--- config.mk ---
export PLATFORM = sky130hd
export DESIGN_NAME = rsa_link_tester_flat
export DESIGN_NICKNAME = d
export VERILOG_FILES = /design/src/rtl/rsa_link_tester_if.sv /design/src/rtl/rsa_link_tester.sv /design/src/flat_wrapper.sv
export SDC_FILE = /design/constraint.sdc
export NUM_CORES = 1
export LEC_CHECK = 0
export ABC_CLOCK_PERIOD_IN_PS = 15300
export CAP_MARGIN = 15
export CORE_MARGIN = 8
export CORE_UTILIZATION = 25
export DETAILED_ROUTE_END_ITERATION = 10
export PLACE_DENSITY = 0.45
export SYNTH_ARGS = -nofsm -noshare
export SYNTH_HDL_FRONTEND = slang
export SYNTH_SLANG_ARGS = --single-unit
--- constraint.sdc ---
create_clock -name clk -period 15.3 [get_ports clk]
set_input_delay 1.53 -clock clk [delete_from_list [all_inputs] [get_ports clk]]
set_output_delay 1.53 -clock clk [all_outputs]
set_load 0.05 [all_outputs]
--- src/rtl/rsa_link_tester_if.sv ---
// rsa_link_tester_if: byte-level UART transmit/receive handshake between tester and link
interface rsa_link_tester_if;
  logic [7:0] tx_data;
  logic       tx_start;
  logic       tx_busy;
  logic [7:0] rx_data;
  logic       rx_ready;
  modport master (output tx_data, tx_start, input tx_busy, rx_data, rx_ready);
  modport slave  (input tx_data, tx_start, output tx_busy, rx_data, rx_ready);
endinterface

--- src/rtl/rsa_link_tester.sv ---
// rsa_link_tester: sends a plaintext range over UART and checks each reply against a local modexp
module rsa_link_tester #(
  parameter int WIDTH_N     = 8,
  parameter int WIDTH_DEG   = 8,
  parameter int N_VAL       = 33,
  parameter int EXP_VAL     = 7,
  parameter int MSG_FIRST   = 0,
  parameter int MSG_LAST    = 32,
  parameter int TIMEOUT_CYC = 2_000_000
) (
  input  logic                clk,
  input  logic                reset,
  input  logic                start,
  rsa_link_tester_if.master   lnk,
  output logic                busy,
  output logic                done,
  output logic                pass,
  output logic [15:0]         err_count,
  output logic [WIDTH_N-1:0]  first_fail
);
  localparam int CW = $clog2(WIDTH_DEG + 1);
  localparam int TW = $clog2(TIMEOUT_CYC + 1);
  localparam int PW = 2 * WIDTH_N;
  localparam logic [PW-1:0] NW = PW'(N_VAL);
  typedef enum logic [2:0] {IDLE, LOAD, CALC, SEND, WAIT_RX, CHECK, NEXT, FIN} state_t;
  state_t state_q, state_d;
  logic [WIDTH_N-1:0] msg_q, msg_d, acc_q, acc_d, base_q, base_d, rxd_q, rxd_d, txd_q, txd_d, ff_q, ff_d;
  logic [WIDTH_DEG-1:0] exp_q, exp_d;
  logic [CW-1:0] cnt_q, cnt_d;
  logic [TW-1:0] tmo_q, tmo_d;
  logic [15:0] err_q, err_d;
  logic txs_q, txs_d, busy_q, busy_d, done_q, done_d, pass_q, pass_d;
  logic fail;
  logic [PW-1:0] pab, pbb;
  assign pab = PW'(acc_q) * PW'(base_q);
  assign pbb = PW'(base_q) * PW'(base_q);
  assign lnk.tx_data  = 8'(txd_q);
  assign lnk.tx_start = txs_q;
  assign busy       = busy_q;
  assign done       = done_q;
  assign pass       = pass_q;
  assign err_count  = err_q;
  assign first_fail = ff_q;
  // sequencing, square-and-multiply datapath, reply capture and error bookkeeping
  always_comb begin
    state_d = state_q;
    msg_d   = msg_q;
    acc_d   = acc_q;
    base_d  = base_q;
    exp_d   = exp_q;
    cnt_d   = cnt_q;
    tmo_d   = tmo_q;
    rxd_d   = rxd_q;
    txd_d   = txd_q;
    ff_d    = ff_q;
    err_d   = err_q;
    busy_d  = busy_q;
    pass_d  = pass_q;
    txs_d   = 1'b0;
    done_d  = 1'b0;
    fail    = 1'b0;
    case (state_q)
      IDLE: if (start) begin
        msg_d   = WIDTH_N'(MSG_FIRST);
        err_d   = '0;
        ff_d    = '0;
        pass_d  = 1'b0;
        busy_d  = 1'b1;
        state_d = LOAD;
      end
      LOAD: begin
        acc_d   = WIDTH_N'(1);
        base_d  = WIDTH_N'(PW'(msg_q) % NW);
        exp_d   = WIDTH_DEG'(EXP_VAL);
        cnt_d   = CW'(WIDTH_DEG);
        state_d = CALC;
      end
      CALC: begin
        acc_d   = exp_q[0] ? WIDTH_N'(pab % NW) : acc_q;
        base_d  = WIDTH_N'(pbb % NW);
        exp_d   = exp_q >> 1;
        cnt_d   = cnt_q - CW'(1);
        state_d = (cnt_q == CW'(1)) ? SEND : CALC;
      end
      SEND: if (!lnk.tx_busy) begin
        txs_d   = 1'b1;
        txd_d   = msg_q;
        tmo_d   = '0;
        state_d = WAIT_RX;
      end
      WAIT_RX: begin
        tmo_d = tmo_q + TW'(1);
        if (lnk.rx_ready) begin
          rxd_d   = lnk.rx_data[WIDTH_N-1:0];
          state_d = CHECK;
        end else if (tmo_q == TW'(TIMEOUT_CYC - 1)) begin
          fail    = 1'b1;
          state_d = NEXT;
        end
      end
      CHECK: begin
        fail    = rxd_q != acc_q;
        state_d = NEXT;
      end
      NEXT: begin
        msg_d   = (msg_q == WIDTH_N'(MSG_LAST)) ? msg_q : msg_q + WIDTH_N'(1);
        state_d = (msg_q == WIDTH_N'(MSG_LAST)) ? FIN : LOAD;
      end
      FIN: begin
        done_d  = 1'b1;
        pass_d  = err_q == '0;
        busy_d  = 1'b0;
        state_d = IDLE;
      end
      default: state_d = IDLE;
    endcase
    if (fail) begin
      err_d = (err_q == 16'hFFFF) ? err_q : err_q + 16'd1;
      ff_d  = (err_q == '0) ? msg_q : ff_q;
    end
  end
  // state and datapath registers; reset returns everything to a quiet idle
  always_ff @(posedge clk) begin
    if (reset) begin
      state_q <= IDLE;
      msg_q   <= '0;
      acc_q   <= '0;
      base_q  <= '0;
      exp_q   <= '0;
      cnt_q   <= '0;
      tmo_q   <= '0;
      rxd_q   <= '0;
      txd_q   <= '0;
      ff_q    <= '0;
      err_q   <= '0;
      txs_q   <= 1'b0;
      busy_q  <= 1'b0;
      done_q  <= 1'b0;
      pass_q  <= 1'b0;
    end else begin
      state_q <= state_d;
      msg_q   <= msg_d;
      acc_q   <= acc_d;
      base_q  <= base_d;
      exp_q   <= exp_d;
      cnt_q   <= cnt_d;
      tmo_q   <= tmo_d;
      rxd_q   <= rxd_d;
      txd_q   <= txd_d;
      ff_q    <= ff_d;
      err_q   <= err_d;
      txs_q   <= txs_d;
      busy_q  <= busy_d;
      done_q  <= done_d;
      pass_q  <= pass_d;
    end
  end
endmodule

--- src/flat_wrapper.sv ---
// flat-port wrapper written by rule: the top's interface ports become plain ports
module rsa_link_tester_flat 
#(
  parameter int WIDTH_N     = 8,
  parameter int WIDTH_DEG   = 8,
  parameter int N_VAL       = 33,
  parameter int EXP_VAL     = 7,
  parameter int MSG_FIRST   = 0,
  parameter int MSG_LAST    = 32,
  parameter int TIMEOUT_CYC = 2_000_000
)
  (clk, reset, start, busy, done, pass, err_count, first_fail, lnk_tx_data, lnk_tx_start, lnk_tx_busy, lnk_rx_data, lnk_rx_ready);
  rsa_link_tester_if lnk_i ();
  input  logic clk;
  input  logic reset;
  input  logic start;
  output logic busy;
  output logic done;
  output logic pass;
  output logic [15:0] err_count;
  output logic [WIDTH_N-1:0] first_fail;
  output wire logic [$bits(lnk_i.tx_data)-1:0] lnk_tx_data;
  output wire logic [$bits(lnk_i.tx_start)-1:0] lnk_tx_start;
  input wire logic [$bits(lnk_i.tx_busy)-1:0] lnk_tx_busy;
  input wire logic [$bits(lnk_i.rx_data)-1:0] lnk_rx_data;
  input wire logic [$bits(lnk_i.rx_ready)-1:0] lnk_rx_ready;
  assign lnk_tx_data = lnk_i.tx_data;
  assign lnk_tx_start = lnk_i.tx_start;
  assign lnk_i.tx_busy = lnk_tx_busy;
  assign lnk_i.rx_data = lnk_rx_data;
  assign lnk_i.rx_ready = lnk_rx_ready;
  rsa_link_tester #(.WIDTH_N(WIDTH_N), .WIDTH_DEG(WIDTH_DEG), .N_VAL(N_VAL), .EXP_VAL(EXP_VAL), .MSG_FIRST(MSG_FIRST), .MSG_LAST(MSG_LAST), .TIMEOUT_CYC(TIMEOUT_CYC)) u_core (.clk(clk), .reset(reset), .start(start), .lnk(lnk_i), .busy(busy), .done(done), .pass(pass), .err_count(err_count), .first_fail(first_fail));
endmodule
== Word-level counts from Yosys, hierarchy flattened ==
Index checks and enable logic that the tools add are counted.

* Mux-type cells: 33
* Reductions and logical operators: 18
* Equality and inequality tests: 19
* Bitwise logic cells: 2
* Multiply operators: 2
* Divide/modulo/power cells: 3
* Add/subtract/negate cells: 4

{| class="wikitable"
|+ Operators with widths
! operator !! count
|-
| $mux 16 || 4
|-
| $pmux 8 s2 || 4
|-
| $mux 8 || 6
|-
| $pmux 21 s2 || 1
|-
| $mod 16x6->16 const B || 2
|-
| $mul 8x8->16 || 2
|-
| $pmux 3 s8 || 1
|-
| $add 21x1->21 const B || 1
|-
| $eq 21x21->1 const B || 1
|-
| $mux 21 || 1
|-
| $add 16x1->16 const B || 1
|-
| $eq 16x16->1 const B || 1
|-
| $logic_not 16->1 || 1
|-
| $mod 8x6->16 const B || 1
|-
| $mux 3 || 5
|-
| $eq 3x3->1 const B || 4
|-
| $reduce_and 3->1 || 4
|-
| $reduce_bool 2->1 || 6
|-
| $ne 2x2->1 const B || 5
|-
| $reduce_and 2->1 || 5
|-
| $add 8x1->8 const B || 1
|-
| $eq 8x6->1 const B || 1
|-
| $ne 8x8->1 || 1
|-
| $pmux 4 s2 || 1
|-
| 11 further kinds || 21
|}

* Register bits: 104
* Output and inout port bits: 36
* Logic and storage cells: 96
* Input bits: 13

== Depth between registers and ports, before layout ==
Gate-level depths: netlist of run 1.

* Depth after elaboration: 6
* Depth in mapped cells: 57
* Mapped depth without buffers: 50

== Worst setup path before layout of run 1 ==
No wires, ideal clock.

* Path kind: reg-to-reg
* Start: reg u_core.base_q[2]
* End: reg u_core.base_q[3]
* Arrival time: 11546 ps
* Required time: 15238 ps
* Stages on the path, launching flop included: 48
* Path buffers: 5
* Period minus slack after synthesis: 11608 ps
* Path slack: 3692 ps
* Library setup time: 62 ps
* Cells stage by stage: dfxtp_1 -> clkbuf_1 -> nand2_1 -> fa_1 -> inv_1 -> fa_1 -> fa_1 -> inv_1 -> fa_1 -> inv_1 -> ha_1 -> buf_2 -> a21oi_1 -> o21ai_1 -> and2_1 -> a21oi_1 -> mux2_2 -> a21oi_1 -> [... 12 more ...] -> mux2i_2 -> o311a_1 -> buf_2 -> xnor2_1 -> ha_1 -> inv_1 -> a21oi_1 -> or3_1 -> buf_2 -> o21ai_0 -> ha_1 -> nand2_1 -> a211oi_1 -> a2bb2oi_1 -> a21o_1 -> buf_6 -> or4_1 -> nand3_1

* Cells in the longest elaborated chain, start to end: 3

{| class="wikitable"
|+ RTL lines
! element !! line !! text
|-
| start, declared || rsa_link_tester.sv:27 || <nowiki>logic [WIDTH_N-1:0] msg_q, msg_d, acc_q, acc_d, base_q, base_d, rxd_q, rxd_d, txd_q, txd_d, ff_q, ff_d;</nowiki>
|-
| start signal, assigned || rsa_link_tester.sv:144 || <nowiki>base_q <= base_d;</nowiki>
|-
| $mul 8x8->16 || rsa_link_tester.sv:36 || <nowiki>assign pbb = PW'(base_q) * PW'(base_q);</nowiki>
|-
| $mod 16x6->16 || rsa_link_tester.sv:80 || <nowiki>base_d = WIDTH_N'(pbb % NW);</nowiki>
|-
| $pmux 8 s2 || rsa_link_tester.sv:62 || <nowiki>case (state_q)</nowiki>
|}

No other way between the ends.
A chain may end at the register's enable or synchronous reset.

== Worst setup path after layout of run 1 ==
* Start: reg u_core.base_q[5]
* End: reg u_core.acc_q[7]

* Cells in the longest elaborated chain, start to end: 4

{| class="wikitable"
|+ RTL lines
! element !! line !! text
|-
| $mul 8x8->16 || rsa_link_tester.sv:35 || <nowiki>assign pab = PW'(acc_q) * PW'(base_q);</nowiki>
|-
| $mod 16x6->16 || rsa_link_tester.sv:79 || <nowiki>acc_d = exp_q[0] ? WIDTH_N'(pab % NW) : acc_q;</nowiki>
|-
| $mux 8 || rsa_link_tester.sv:79 ||
|-
| $pmux 8 s2 || rsa_link_tester.sv:62 ||
|-
| end signal, assigned || rsa_link_tester.sv:127 || <nowiki>acc_q <= '0;</nowiki>
|-
| end signal, assigned || rsa_link_tester.sv:143 || <nowiki>acc_q <= acc_d;</nowiki>
|-
| end, declared || rsa_link_tester.sv:27 ||
|}

No other way between the ends. The select of a mux whose other input is x is not followed.

==> metrics.cfg, run 1 <==
[yosys]
synth_top_family_by_area=simple AND/OR/NAND/NOR gates
seq_area_frac_synth_pct=14.1
synth-edff-count=0
synth.distinct_cells=130
synth_nets=2000
netlist_area_um2=14000
synthSimpleGateAreaFrac_pct=28.9
synth_seq_cells=99
synthCells=1845
ys_warn_count=0
ys.flop_type=dfxtp_1
synthAdderAreaFrac_pct=16.1
syn_avg_cell_area_um2=7.60
synth_compound_area_share_pct=25.7
synth_xor_area_share_pct=5.85
synthArstFlopShare_pct=0
muxShareOfSynthArea_pct=3.25

[clock_tree]
root_buffer=clkbuf_16
cts_num_sinks=99
cts_resized=0
cts.reportedPaths.clkPinSlew_ns=0.07
insertion_delay_ns=0.35
cts.htree.levels=3
hold_buffers=0
cts_tree=yes
cts.path.max_buffers=2
cts_buffers=9
cts_setup_buffers=0

[setup_path]
critPathSlowestCell=dfxtp_1
critPathLaunchType=flop
required_ns=15.54
cp_common_cell=fa_1
reg2regPathDepth=43
worstPathArrival_ns=13.67
max_stage_delay_ns=0.73
end_kind=flop
reg2reg_setup_slack_ns=1.86
path_class=reg -> reg
critPathMaxFanout=17

[finish]
final_cells=2597
nNetsFinal=1990
layout_commonest_cell=nand2_1
mostFrequentLayoutCells=172 x nand2_1, 170 x nor2_1, 127 x inv_1
drive_gt1_share_pct=8.26
final_util_pct=27.6
final_cell_area_um2=15500
syn_to_final_growth_pct=10.2

[power_and_ir_drop]
powerDensity_nw_per_um2=147
p_total_mw=2.28
ir_worst_vdd_mv=0.169
p_leak_nw=6.42

[timing]
final-hold-violation-count=0
relSlewSlack_pct=32.6
slew_violations=0
skew_ns=0.00481
setup_tns_ns=0
min_period_ns=13.44
max_freq_mhz=74.4
worst_pin_slew_ns=1.01
setup_viol=0
fin_crit_sh_pct=87.8
rsz0062_at_grt=no

[route]
drtPass1Iterations=5
via_count=13300
first_iter_violations=860
routedWlPerCell_um=14.7
routed_via_density=5.11
routed_wl_mm=38.3
ant_nets=0
drc=0

[grt]
grt_first_pass_wirelength_mm=65.3
antenna_found_initial=1
grt_pass1_vias=12800
grt.overflow.total=0
grt_max_degree=70
track_usage_pct=11.8

[die]
row_count=87
die_x_um=253
pin_count=49
die_area_um2=63900
floorplan.initialDensity_pct=25.1
core_um2=56000
die_y_um=253

[min_path]
hold_class=reg -> reg
whs_path_depth=2

[placement]
place_inst=2579
hpwlAfterDp_mm=30.0
placed_cell_area_um2=15100
gpl.final_weighted_congestion=0.865
port_buffers=48

[outcome]
status=completed

[job]
max-cap-violations=0

## state kept, by name, indices dropped and copies added, names as in the netlist
| name | flops |
|---|---|
| u_core.acc_q | 8 |
| u_core.base_q | 8 |
| u_core.busy | 1 |
| u_core.cnt_q | 4 |
| u_core.done | 1 |
| u_core.err_count | 16 |
| u_core.exp_q | 3 |
| u_core.first_fail | 8 |
| u_core.lnk.tx_data | 8 |
| u_core.lnk.tx_start | 1 |
| u_core.msg_q | 8 |
| u_core.pass | 1 |
| u_core.rxd_q | 8 |
| u_core.state_q | 3 |
| u_core.tmo_q | 21 |
## Yosys cell counts, drive strengths merged (15+ instances only)
library cell  instances  area (µm²)
mux2i                30         324
nand3                71         365
fa                   61        1220
o21ai                87         458
nand4                37         231
a31oi                22         153
a211oi               25         213
or3                  20         125
dfxtp                99        1980
buf                  27         163
and3                 32         209
nor3                 53         302
nor2b                18         113
ha                   81        1010
a21o                 25         191
nand2               174         658
nor4                 27         218
o31ai                15         159
o21a                 30         225
xor2                 44         393
inv                 127         477
and2                 91         581
a21oi               123         627
or2                  24         153
clkbuf               47         191
xnor2                48         428
o211ai               22         175
nor2                177         692
## stage by stage
step,setup slack (ns),hold slack [ns]
after floorplan,3.69,0.446
after global placement,1.88,0.452
after detailed placement,1.92,0.447
after CTS,1.90,0.464
after global routing,0.791,0.483
final,1.86,0.463
## critical path: cells and delay by family, from the launching register on
| kind | cells | cell delay [ns] |
|---|---|---|
| fa+ha+maj | 8 | 3.06 |
| buf+inv | 3 | 0.29 |
| flops | 1 | 0.73 |
| simple gates | 11 | 2.48 |
| mux | 1 | 0.54 |
| compound gates | 16 | 4.98 |
| xor+xnor | 4 | 1.21 |
## per-layer routing
layer,global-route usage (%),routed length (µm),part of all wire [%],vias up
li1,-,-,-,6647
met1,16.4,19000,50,6359
met2,19.8,17800,46,234
met3,1.60,1220,3.2,25
met4,1.36,249,0.65,0
met5,0,0,0,-
## final cells by class
class / instances / area, µm²
fillers: 6147 / 40500
multi-input cells: 1543 / 11200
diodes: 1 / 2.50
flip-flops and latches: 99 / 1980
repair buffers: 54 / 520
clock buffers: 12 / 256
inverters: 128 / 480
clock inverters: 4 / 72.6
well taps: 756 / 946
## report_power, final
group	switching, mW	total [mW]	leakage (nW)	internal (mW)
logic	1.03	1.70	5.46	0.674
clock network	0.102	0.254	0.159	0.152
registers	0.0469	0.322	0.801	0.276
## path summary, 6_finish.rpt
kind / startpoint / to
max: u_core.base_q[5] / u_core.acc_q[7]
min: u_core.lnk.tx_data[4] / u_core.lnk.tx_data[4]
max reg2reg: u_core.base_q[5] / u_core.acc_q[7]
min reg2reg: u_core.lnk.tx_data[4] / u_core.lnk.tx_data[4]
## cell families (layout without fill, tap and decap cells)
group	after synthesis	count (layout)
adder cells (fa/ha/maj)	145	145
XOR/XNOR	92	92
other	0	1
AND/OR/NAND/NOR	772	772
flip-flops	99	99
buffers and inverters	203	198
multiplexers	41	41
AO/OA/AOI/OAI	493	493
Power figures use the tool's default switching activity.
==> run 2, diff against run 1 <==
- CTS_CLUSTER_DIAMETER: unset -> 150
- HOLD_SLACK_MARGIN: unset -> 0.03
==> results of run 2 <==
Final layout, timing and power as in run 1 (identical DEF).
==> run 3, diff against run 2 <==
- GPL_TIMING_DRIVEN: unset -> 0
- HOLD_SLACK_MARGIN: 0.03 -> 0.02
==> metrics.cfg, run 3 (synthesis results as in run 1) <==
[outcome]
status=completed  ; unchanged

[power_and_ir_drop]
pwr-share-clk_pct=9.6  ; was 11.2%
pwr-share-seq_pct=12.8  ; was 14.2%
p_int_mw=1.12  ; was 1.10 mW
powerDensity_nw_per_um2=147  ; about the same
p_total_mw=2.32  ; was 2.28 mW
p_sw_mw=1.20  ; was 1.17 mW
p_leak_nw=6.54  ; was 6.42 nW
ir_worst_vdd_mv=0.186  ; was 0.169 mV
swShare_pct=51.6  ; about the same
p_comb_share_pct=77.6  ; was 74.7%

[setup_path]
max_stage_delay_ns=0.57  ; was 0.73 ns
required_ns=15.60  ; was 15.54 ns
critPathLaunchType=flop  ; unchanged
critPathSlowestCell=dfxtp_1  ; unchanged
worstPathArrival_ns=14.07  ; was 13.67 ns
critPathMaxFanout=10  ; was 17
path_class=reg -> reg  ; unchanged
end_kind=flop  ; unchanged

[die]
die_y_um=253  ; unchanged
core_um2=56000  ; unchanged
die_x_um=253  ; unchanged
die_area_um2=63900  ; unchanged
row_count=87  ; unchanged
floorplan.initialDensity_pct=25.1  ; unchanged
pin_count=49  ; unchanged

[finish]
syn_to_final_growth_pct=12.2  ; was 10.2%
final_cells=2668  ; was 2,597
layout_commonest_cell=nand2_1  ; unchanged
mostFrequentLayoutCells=172 x nand2_1, 170 x nor2_1, 127 x inv_1  ; unchanged
nNetsFinal=2059  ; was 1,990
drive_gt1_share_pct=8.85  ; was 8.26%
largest_reg_flops=21  ; unchanged
regMostFlops=u_core.tmo_q  ; unchanged
fillers=6168  ; was 6,147

[clock_tree]
cts_resized=0  ; unchanged
cts.reportedPaths.clkPinSlew_ns=0.07  ; about the same
cts_num_sinks=99  ; unchanged
cts.htree.levels=3  ; unchanged
cts_setup_buffers=0  ; unchanged
cts_tree=yes  ; unchanged
root_buffer=clkbuf_16  ; unchanged
insertion_delay_ns=0.35  ; about the same
hold_buffers=0  ; unchanged
cts_buffers=9  ; unchanged
cts.path.max_buffers=2  ; unchanged

[placement]
place_inst=2649  ; was 2,579
gpl.final_weighted_congestion=0.852  ; was 0.865
hpwlAfterDp_mm=32.4  ; was 30.0 mm
port_buffers=47  ; was 48

[route]
ant_nets=0  ; unchanged
routed_wl_mm=40.8  ; was 38.3 mm
drc=0  ; unchanged
routedWlPerCell_um=15.3  ; was 14.7 µm
via_count=13500  ; was 13.3k
first_iter_violations=836  ; was 860
drtPass1Iterations=5  ; unchanged
routed_via_density=5.04  ; was 5.11

[timing]
max_freq_mhz=72.6  ; was 74.4 MHz
final-hold-violation-count=0  ; unchanged
min_period_ns=13.77  ; was 13.44 ns
setup_tns_ns=0  ; unchanged
skew_ns=0.00941  ; was 0.00481 ns
rsz0062_at_grt=no  ; unchanged
fin_crit_sh_pct=90.0  ; was 87.8%
slew_violations=0  ; unchanged
setup_viol=0  ; unchanged
relSlewSlack_pct=30.8  ; was 32.6%
worst_pin_slew_ns=1.04  ; was 1.01 ns

[job]
max-cap-violations=0  ; unchanged

[grt]
antenna_found_initial=3  ; was 1
grt_max_degree=16  ; was 70
grt.overflow.total=0  ; unchanged
grt_pass1_vias=13100  ; was 12.8k
track_usage_pct=12.5  ; was 11.8%
grt_first_pass_wirelength_mm=68.0  ; was 65.3 mm

[min_path]
hold_class=reg -> reg  ; unchanged

## run 3: metrics by stage
step | area, µm² | util (%) | setup WS, ns | hold slack (ns)
global route | 15700 | 28.1 | 0.495 | 0.482
detailed placement | 15400 | 27.6 | 1.67 | 0.450
finish | 15700 | 28.1 | 1.53 | 0.462
CTS | 15700 | 28.1 | 1.59 | 0.464
floorplan | 14000 | - | 3.69 | 0.446
global placement | 15400 | 27.6 | 1.70 | 0.449
## run 3: critical path, delay by kind of cell (launching register included)
| kind | cells | cell delay, ns |
|---|---|---|
| buffers and inverters | 9 | 1.49 |
| flip-flops | 1 | 0.57 |
| AO/OA/AOI/OAI | 18 | 4.51 |
| multiplexers | 2 | 0.70 |
| adder cells (fa/ha/maj) | 8 | 3.31 |
| AND/OR/NAND/NOR | 11 | 2.67 |
| XOR/XNOR | 2 | 0.45 |
## run 3: path summary, 6_finish.rpt
check                                            from                    end  slack (ns)  cells after the start
worst max-delay path                 u_core.base_q[2]       u_core.base_q[3]        1.53                     50
worst min-delay path            u_core.lnk.tx_data[2]  u_core.lnk.tx_data[2]        0.46                      2
worst max register to register       u_core.base_q[2]       u_core.base_q[3]        1.53                     50
worst min register to register  u_core.lnk.tx_data[2]  u_core.lnk.tx_data[2]        0.46                      2
## run 3: layout make-up
type	count	area, µm²	area share [%]
antenna	3	7.51	0.0477
multi-input combinational	1543	11200	71.1
inverter	128	480	3.05
sequential	99	1980	12.6
tap	756	946	6.01
clock inverter	3	22.5	0.143
clock buffer	13	260	1.65
buffer	75	365	2.32
timing repair buffer	48	478	3.04
## run 3: metal layers
metal	part of all wire [%]	wire (µm)	GRT usage (%)	vias to the layer above
met5	0	0	0	-
met4	1.5	610	2.47	0
met3	3.5	1430	1.86	31
met2	46	18800	20.7	210
met1	49	20000	17.0	6428
li1	-	-	-	6789
## run 3: power groups by stage
stage                     clock network (mW)  registers (mW)  logic [mW]
after floorplan                            0           0.295        1.42
after global placement                     0           0.303        1.78
after detailed placement                   0           0.303        1.78
after CTS                              0.228           0.297        1.80
after global routing                   0.238           0.300        2.01
final                                  0.222           0.297        1.80
